==> config.mk <==
export PLATFORM = sky130hd
export DESIGN_NAME = spm_mult_seq
export DESIGN_NICKNAME = d
export VERILOG_FILES = /design/src/rtl/spm_mult_seq.sv
export SDC_FILE = /design/constraint.sdc
export NUM_CORES = 1
export LEC_CHECK = 0
export BUFFER_PORTS_ARGS = -buffer_cell sky130_fd_sc_hd__buf_2
export CAP_MARGIN = 0
export CORE_MARGIN = 2
export CORE_UTILIZATION = 30
export CTS_BUF_LIST = sky130_fd_sc_hd__clkbuf_2
export DETAILED_ROUTE_END_ITERATION = 8
export GPL_ROUTABILITY_DRIVEN = 0
export MAX_ROUTING_LAYER = met4
export SLEW_MARGIN = 20
export SYNTH_ARGS = -nofsm -noshare
export SYNTH_HDL_FRONTEND = slang
export SYNTH_SLANG_ARGS = --single-unit
==> constraint.sdc <==
create_clock -name clk -period 2.91 [get_ports clk]
set_clock_uncertainty 0.1 [all_clocks]
set_input_delay 0.291 -clock clk [delete_from_list [all_inputs] [get_ports clk]]
set_output_delay 0.291 -clock clk [all_outputs]
set_load 0.02 [all_outputs]
==> src/rtl/spm_mult_seq.sv <==
// spm_mult_seq: serial-parallel carry-save multiplier with valid/ready streams.
// x is held in parallel against WIDTH sum/carry cells while y is fed in LSB
// first; one product bit leaves cell 0 per cycle, 2*WIDTH cycles per product.
// Build option: define SPM_SIGNED_EN for a two's-complement multiply
// (y sign-extended serially, inverted MSB partial product plus correction carry).
`timescale 1ns/1ps

module spm_mult_seq #(
    parameter int unsigned WIDTH = 32,
    localparam int unsigned CNT_W = $clog2(2 * WIDTH)
) (
    input  logic                 clk,
    input  logic                 rst,
    input  logic                 clr,
    input  logic                 in_valid,
    output logic                 in_ready,
    input  logic [WIDTH-1:0]     x,
    input  logic [WIDTH-1:0]     y,
    output logic                 out_valid,
    input  logic                 out_ready,
    output logic [2*WIDTH-1:0]   p,
    output logic                 busy
);

    localparam int unsigned P_W = 2 * WIDTH;
    localparam logic [CNT_W-1:0] CNT_LAST = CNT_W'(P_W - 1);
`ifdef SPM_SIGNED_EN
    localparam logic [WIDTH-1:0] MSB_ONE = {1'b1, (WIDTH-1)'(0)};
`else
    localparam logic [CNT_W-1:0] CNT_Y = CNT_W'(WIDTH);
`endif

    typedef enum logic [1:0] {
        S_IDLE = 2'd0,
        S_RUN  = 2'd1,
        S_DONE = 2'd2
    } state_t;

    state_t            state;
    state_t            state_nxt;
    logic              accept;

    logic [WIDTH-1:0]  x_reg;
    logic [WIDTH-1:0]  y_shift;
    logic [WIDTH-1:0]  y_shift_nxt;
    logic [WIDTH-1:0]  sc;
    logic [WIDTH-1:0]  cc;
    logic [WIDTH-1:0]  cc_init;
    logic [P_W-1:0]    p_shift;
    logic [CNT_W-1:0]  counter;

    logic              ys;
    logic [WIDTH-1:0]  pp;
    logic [WIDTH-1:0]  sc_in;
    logic [WIDTH-1:0]  sum;
    logic [WIDTH-1:0]  carry;

    // State register.
    always_ff @(posedge clk or negedge rst) begin
        if (!rst) begin
            state <= S_IDLE;
        end else begin
            state <= state_nxt;
        end
    end

    // Next state, operand acceptance and input ready; clr overrides everything.
    always_comb begin
        state_nxt = state;
        accept    = 1'b0;
        in_ready  = 1'b0;
        case (state)
            S_IDLE: begin
                in_ready = 1'b1;
                if (in_valid) begin
                    accept    = 1'b1;
                    state_nxt = S_RUN;
                end
            end
            S_RUN: begin
                if (counter == CNT_LAST) begin
                    state_nxt = S_DONE;
                end
            end
            S_DONE: begin
                in_ready = out_ready;
                if (out_ready) begin
                    if (in_valid) begin
                        accept    = 1'b1;
                        state_nxt = S_RUN;
                    end else begin
                        state_nxt = S_IDLE;
                    end
                end
            end
            default: begin
                state_nxt = S_IDLE;
            end
        endcase
        if (clr) begin
            accept    = 1'b0;
            state_nxt = S_IDLE;
        end
    end

    // Carry-save cell row: serial y bit gates x, cell i+1 sum feeds cell i.
    always_comb begin
`ifdef SPM_SIGNED_EN
        ys          = y_shift[0];
        y_shift_nxt = {y_shift[WIDTH-1], y_shift[WIDTH-1:1]};
        pp          = (x_reg & {WIDTH{ys}}) ^ MSB_ONE;
        cc_init     = MSB_ONE;
`else
        ys          = (counter < CNT_Y) ? y_shift[0] : 1'b0;
        y_shift_nxt = {1'b0, y_shift[WIDTH-1:1]};
        pp          = x_reg & {WIDTH{ys}};
        cc_init     = '0;
`endif
        sc_in = {1'b0, sc[WIDTH-1:1]};
        sum   = pp ^ sc_in ^ cc;
        carry = (pp & sc_in) | (pp & cc) | (sc_in & cc);
    end

    // Datapath: latch operands on accept, step the cell row while running.
    always_ff @(posedge clk or negedge rst) begin
        if (!rst) begin
            x_reg   <= '0;
            y_shift <= '0;
            sc      <= '0;
            cc      <= '0;
            p_shift <= '0;
            counter <= '0;
        end else if (clr) begin
            sc      <= '0;
            cc      <= '0;
            p_shift <= '0;
            counter <= '0;
        end else if (accept) begin
            x_reg   <= x;
            y_shift <= y;
            sc      <= '0;
            cc      <= cc_init;
            p_shift <= '0;
            counter <= '0;
        end else if (state == S_RUN) begin
            sc      <= sum;
            cc      <= carry;
            p_shift <= {sum[0], p_shift[P_W-1:1]};
            y_shift <= y_shift_nxt;
            counter <= counter + CNT_W'(1);
        end
    end

    // Status decode; p reads as zero unless a product is being offered.
    always_comb begin
        busy      = (state == S_RUN);
        out_valid = (state == S_DONE);
        p         = out_valid ? p_shift : '0;
    end

endmodule

==> metrics.json <==
{
  "multi_input_comb_area": {"value": 3550, "unit": "um2"},
  "antenna_left": {"value": 0},
  "floorplan.die.height": {"value": 180, "unit": "um"},
  "power.total": {"value": 5480, "unit": "uW"},
  "setup.worst_path.start_class": {"value": "register"},
  "clock-root-buffer": {"value": "clkbuf_2"},
  "htree_num_levels": {"value": 4},
  "final_worst_path_setup_slack": {"value": 0.281, "unit": "ns"},
  "postRouteWirelength": {"value": 20.6, "unit": "mm"},
  "setup.worst_path.end_class": {"value": "register"},
  "place_worst_setup_slack": {"value": 0.614, "unit": "ns"},
  "floorplan.initialDensity": {"value": 30.4, "unit": "%"},
  "drtPass1Iterations": {"value": 5},
  "cts.path.max_buffers": {"value": 2},
  "cts.sink_count": {"value": 199},
  "worstMarginPinSlew": {"value": 1.02, "unit": "ns"},
  "worst_setup_hold_path_clk_slew": {"value": 0.33, "unit": "ns"},
  "fill_cells": {"value": 3026},
  "synth_top_cells_by_area": {"value": "dfrtp_1 (54%), o32ai_1 (12%), mux2_2 (7.5%), fa_1 (6.7%), inv_1 (5.4%)"},
  "cellPowerDensity": {"value": 482, "unit": "nW/um2"},
  "post_drt_wl_per_cell": {"value": 14.9, "unit": "um"},
  "synthesis.area_per_instance": {"value": 11.7, "unit": "um2"},
  "worstSetupPathType": {"value": "register to register"},
  "regMostFlops": {"value": "p_shift"},
  "cap_viol_max_count": {"value": 0},
  "clock_latency": {"value": 0.79, "unit": "ns"},
  "final.setup.tns": {"value": 0, "unit": "ns"},
  "worst-path-max-fanout": {"value": 80},
  "dr_total_vias": {"value": 6512},
  "synth_top_area_cell": {"value": "dfrtp_1"},
  "vias_per_cell": {"value": 4.70},
  "ir_drop": {"value": 267, "unit": "uV"},
  "worst_slew_margin_rel": {"value": 31.7, "unit": "%"},
  "synth.distinct_cells": {"value": 33},
  "synthCells": {"value": 793},
  "finalMaxSlewViolations": {"value": 0},
  "leakage": {"value": 0.00468, "unit": "uW"},
  "mappedNetlistArea": {"value": 9310, "unit": "um2"},
  "rows": {"value": 64},
  "synth_top_area_share": {"value": 53.5, "unit": "%"},
  "floorplan.io_pins": {"value": 136},
  "grt_pass1_vias": {"value": 6406},
  "max_clock_freq": {"value": 380, "unit": "MHz"},
  "hpwlAfterDp": {"value": 12.6, "unit": "mm"},
  "port-buffer-count": {"value": 135},
  "critPathArrivalTime": {"value": 3.28, "unit": "ns"},
  "min-delay-path-class": {"value": "input port to register"},
  "initial_antenna_violation_count": {"value": 2},
  "largest_register_ffs": {"value": 63},
  "drive_above_1_share": {"value": 27.6, "unit": "%"},
  "areaGrowthSynthToFinish": {"value": 22.3, "unit": "%"},
  "fin_nets": {"value": 1078},
  "synth_warnings": {"value": 0},
  "die_span_x": {"value": 180, "unit": "um"},
  "finish.utilization": {"value": 37.2, "unit": "%"},
  "critPathRequiredTime": {"value": 3.56, "unit": "ns"},
  "postSynthNetCount": {"value": 895},
  "ys_seq_elements": {"value": 199},
  "drc_errors": {"value": 0},
  "cts_tree": {"value": "done"},
  "fp.dieArea": {"value": 32400, "unit": "um2"},
  "sequential_cell_area_fraction_in_the_yosys_report": {"value": 53.5, "unit": "%"},
  "drt-initial-drc-count": {"value": 396},
  "tmin_final": {"value": 2.63, "unit": "ns"},
  "area_of_the_core": {"value": 30600, "unit": "um2"},
  "finalHoldViolations": {"value": 0},
  "timing.final.crit_share": {"value": 90.3, "unit": "%"},
  "num_cts_buffers": {"value": 17},
  "area.sequential": {"value": 4980, "unit": "um2"},
  "final_setup_viols": {"value": 0},
  "final_cell_area": {"value": 11400, "unit": "um2"},
  "post_dp_cell_area": {"value": 10400, "unit": "um2"},
  "globalRouteOverflowTotal": {"value": 0},
  "groute.usage.overall": {"value": 13.2, "unit": "%"},
  "grt_first_pass_wirelength": {"value": 34.0, "unit": "mm"},
  "status": {"value": "completed"},
  "grt_setup_unrepaired": {"value": "no"},
  "grt_max_degree": {"value": 93}
}
[path summary, 6_finish.rpt]
check / start / endpoint / slack, ns / cells after the start
max: state[0] / y_shift[30] / 0.28 / 5
min: y[24] / y_shift[24] / 0.13 / 3
max reg2reg: state[0] / y_shift[30] / 0.28 / 5
min reg2reg: p_shift[58] / p_shift[57] / 0.43 / 2
max in group asynchronous: rst / x_reg[21] / 1.86 / 4
min in group asynchronous: rst / sc[28] / 0.45 / 4
[routing by layer]
metal / global-route usage (%) / vias up / share of wire, %
met5: - / - / 0
met4: 3.16 / 0 / 1.1
met1: 18.4 / 3282 / 49
li1: - / 3100 / -
met2: 19.3 / 118 / 46
met3: 3.35 / 12 / 4.1
[through the flow]
stage / hold WS, ns / cells
CTS: 0.0165 / 1383
global route: 0.000707 / 1387
global placement: 0.229 / 1275
detailed placement: 0.233 / 1275
floorplan: -0.105 / 793
finish: 0.129 / 1387
[power by group]
group          switching [uW]  leakage (uW)  internal, uW  total, uW
Combinational             458       0.00192           557       1020
Sequential                139       0.00263          3020       3150
Clock                    1050      0.000131           265       1310
Total                    1650       0.00468          3840       5480
[Yosys cell counts]
| cell | count |
|---|---|
| a211oi_1 | 1 |
| a21oi_1 | 5 |
| and2_1 | 1 |
| buf_1 | 2 |
| buf_12 | 2 |
| buf_2 | 10 |
| buf_4 | 1 |
| buf_6 | 3 |
| clkbuf_1 | 45 |
| dfrtp_1 | 199 |
| fa_1 | 31 |
| ha_1 | 2 |
| inv_1 | 135 |
| mux2_1 | 7 |
| mux2_2 | 62 |
| mux2_4 | 21 |
| nand2_1 | 41 |
| nand2b_1 | 3 |
| nand3_1 | 3 |
| nor2_1 | 69 |
| nor2b_1 | 3 |
| nor3b_1 | 1 |
| nor4_4 | 1 |
| o21ai_0 | 4 |
| o221ai_1 | 2 |
| o2bb2ai_1 | 1 |
| o31ai_1 | 6 |
| o32a_1 | 1 |
| o32ai_1 | 125 |
| or3_1 | 3 |
| or3b_1 | 1 |
| or4_1 | 1 |
| xnor2_1 | 1 |
[cells by family after synthesis]
| logic type | count (synthesis) | synth area share [%] |
|---|---|---|
| simple gates | 127 | 5.76 |
| xor+xnor | 1 | 0.0941 |
| flops | 199 | 53.5 |
| compound gates | 145 | 13.2 |
| fa+ha+maj | 33 | 6.94 |
| mux | 90 | 11.7 |
| buf+inv | 198 | 8.75 |
[critical path: stages (launching register included)]
cell	delay, ns
dfrtp_2	0.58
or3b_4	0.69
buf_12	0.36
nand2_1	0.10
o221ai_1	0.17
dlygate4sd3_1	0.58
[area by class of cell]
| type | instances | share of cell area (%) |
|---|---|---|
| clock inverter | 15 | 1.20 |
| timing repair buffer | 225 | 14.2 |
| multi-input combinational | 398 | 31.2 |
| clock buffer | 17 | 0.747 |
| inverter | 135 | 4.45 |
| antenna | 2 | 0.0440 |
| sequential | 199 | 43.8 |
| tap | 396 | 4.35 |
[timing repair]
action                                  4_1_cts  5_1_grt
hold buffers                                 75        1
endpoints found under the setup margin       65       26
gates resized for setup                       2        1
hold endpoints to repair                    303        1
gates cloned                                  1        1
setup buffers                                 0        0
[placed cells by master (no fill, tap or decap), types with 3 or more instances in the layout]
| master | instances |
|---|---|
| mux2_4 | 21 |
| buf_2 | 133 |
| dlygate4sd3_1 | 75 |
| dfrtp_1 | 197 |
| clkbuf_2 | 17 |
| nor2b_1 | 3 |
| fa_1 | 31 |
| nand2_1 | 41 |
| buf_12 | 4 |
| mux2_2 | 62 |
| o32ai_1 | 125 |
| inv_1 | 135 |
| or3_1 | 3 |
| buf_4 | 11 |
| o31ai_1 | 6 |
| mux2_1 | 7 |
| o21ai_0 | 4 |
| nand3_1 | 3 |
| nor2_1 | 68 |
| inv_6 | 6 |
| clkinv_4 | 3 |
| a21oi_1 | 4 |
Note: power is estimated with default switching activity, not from simulation.
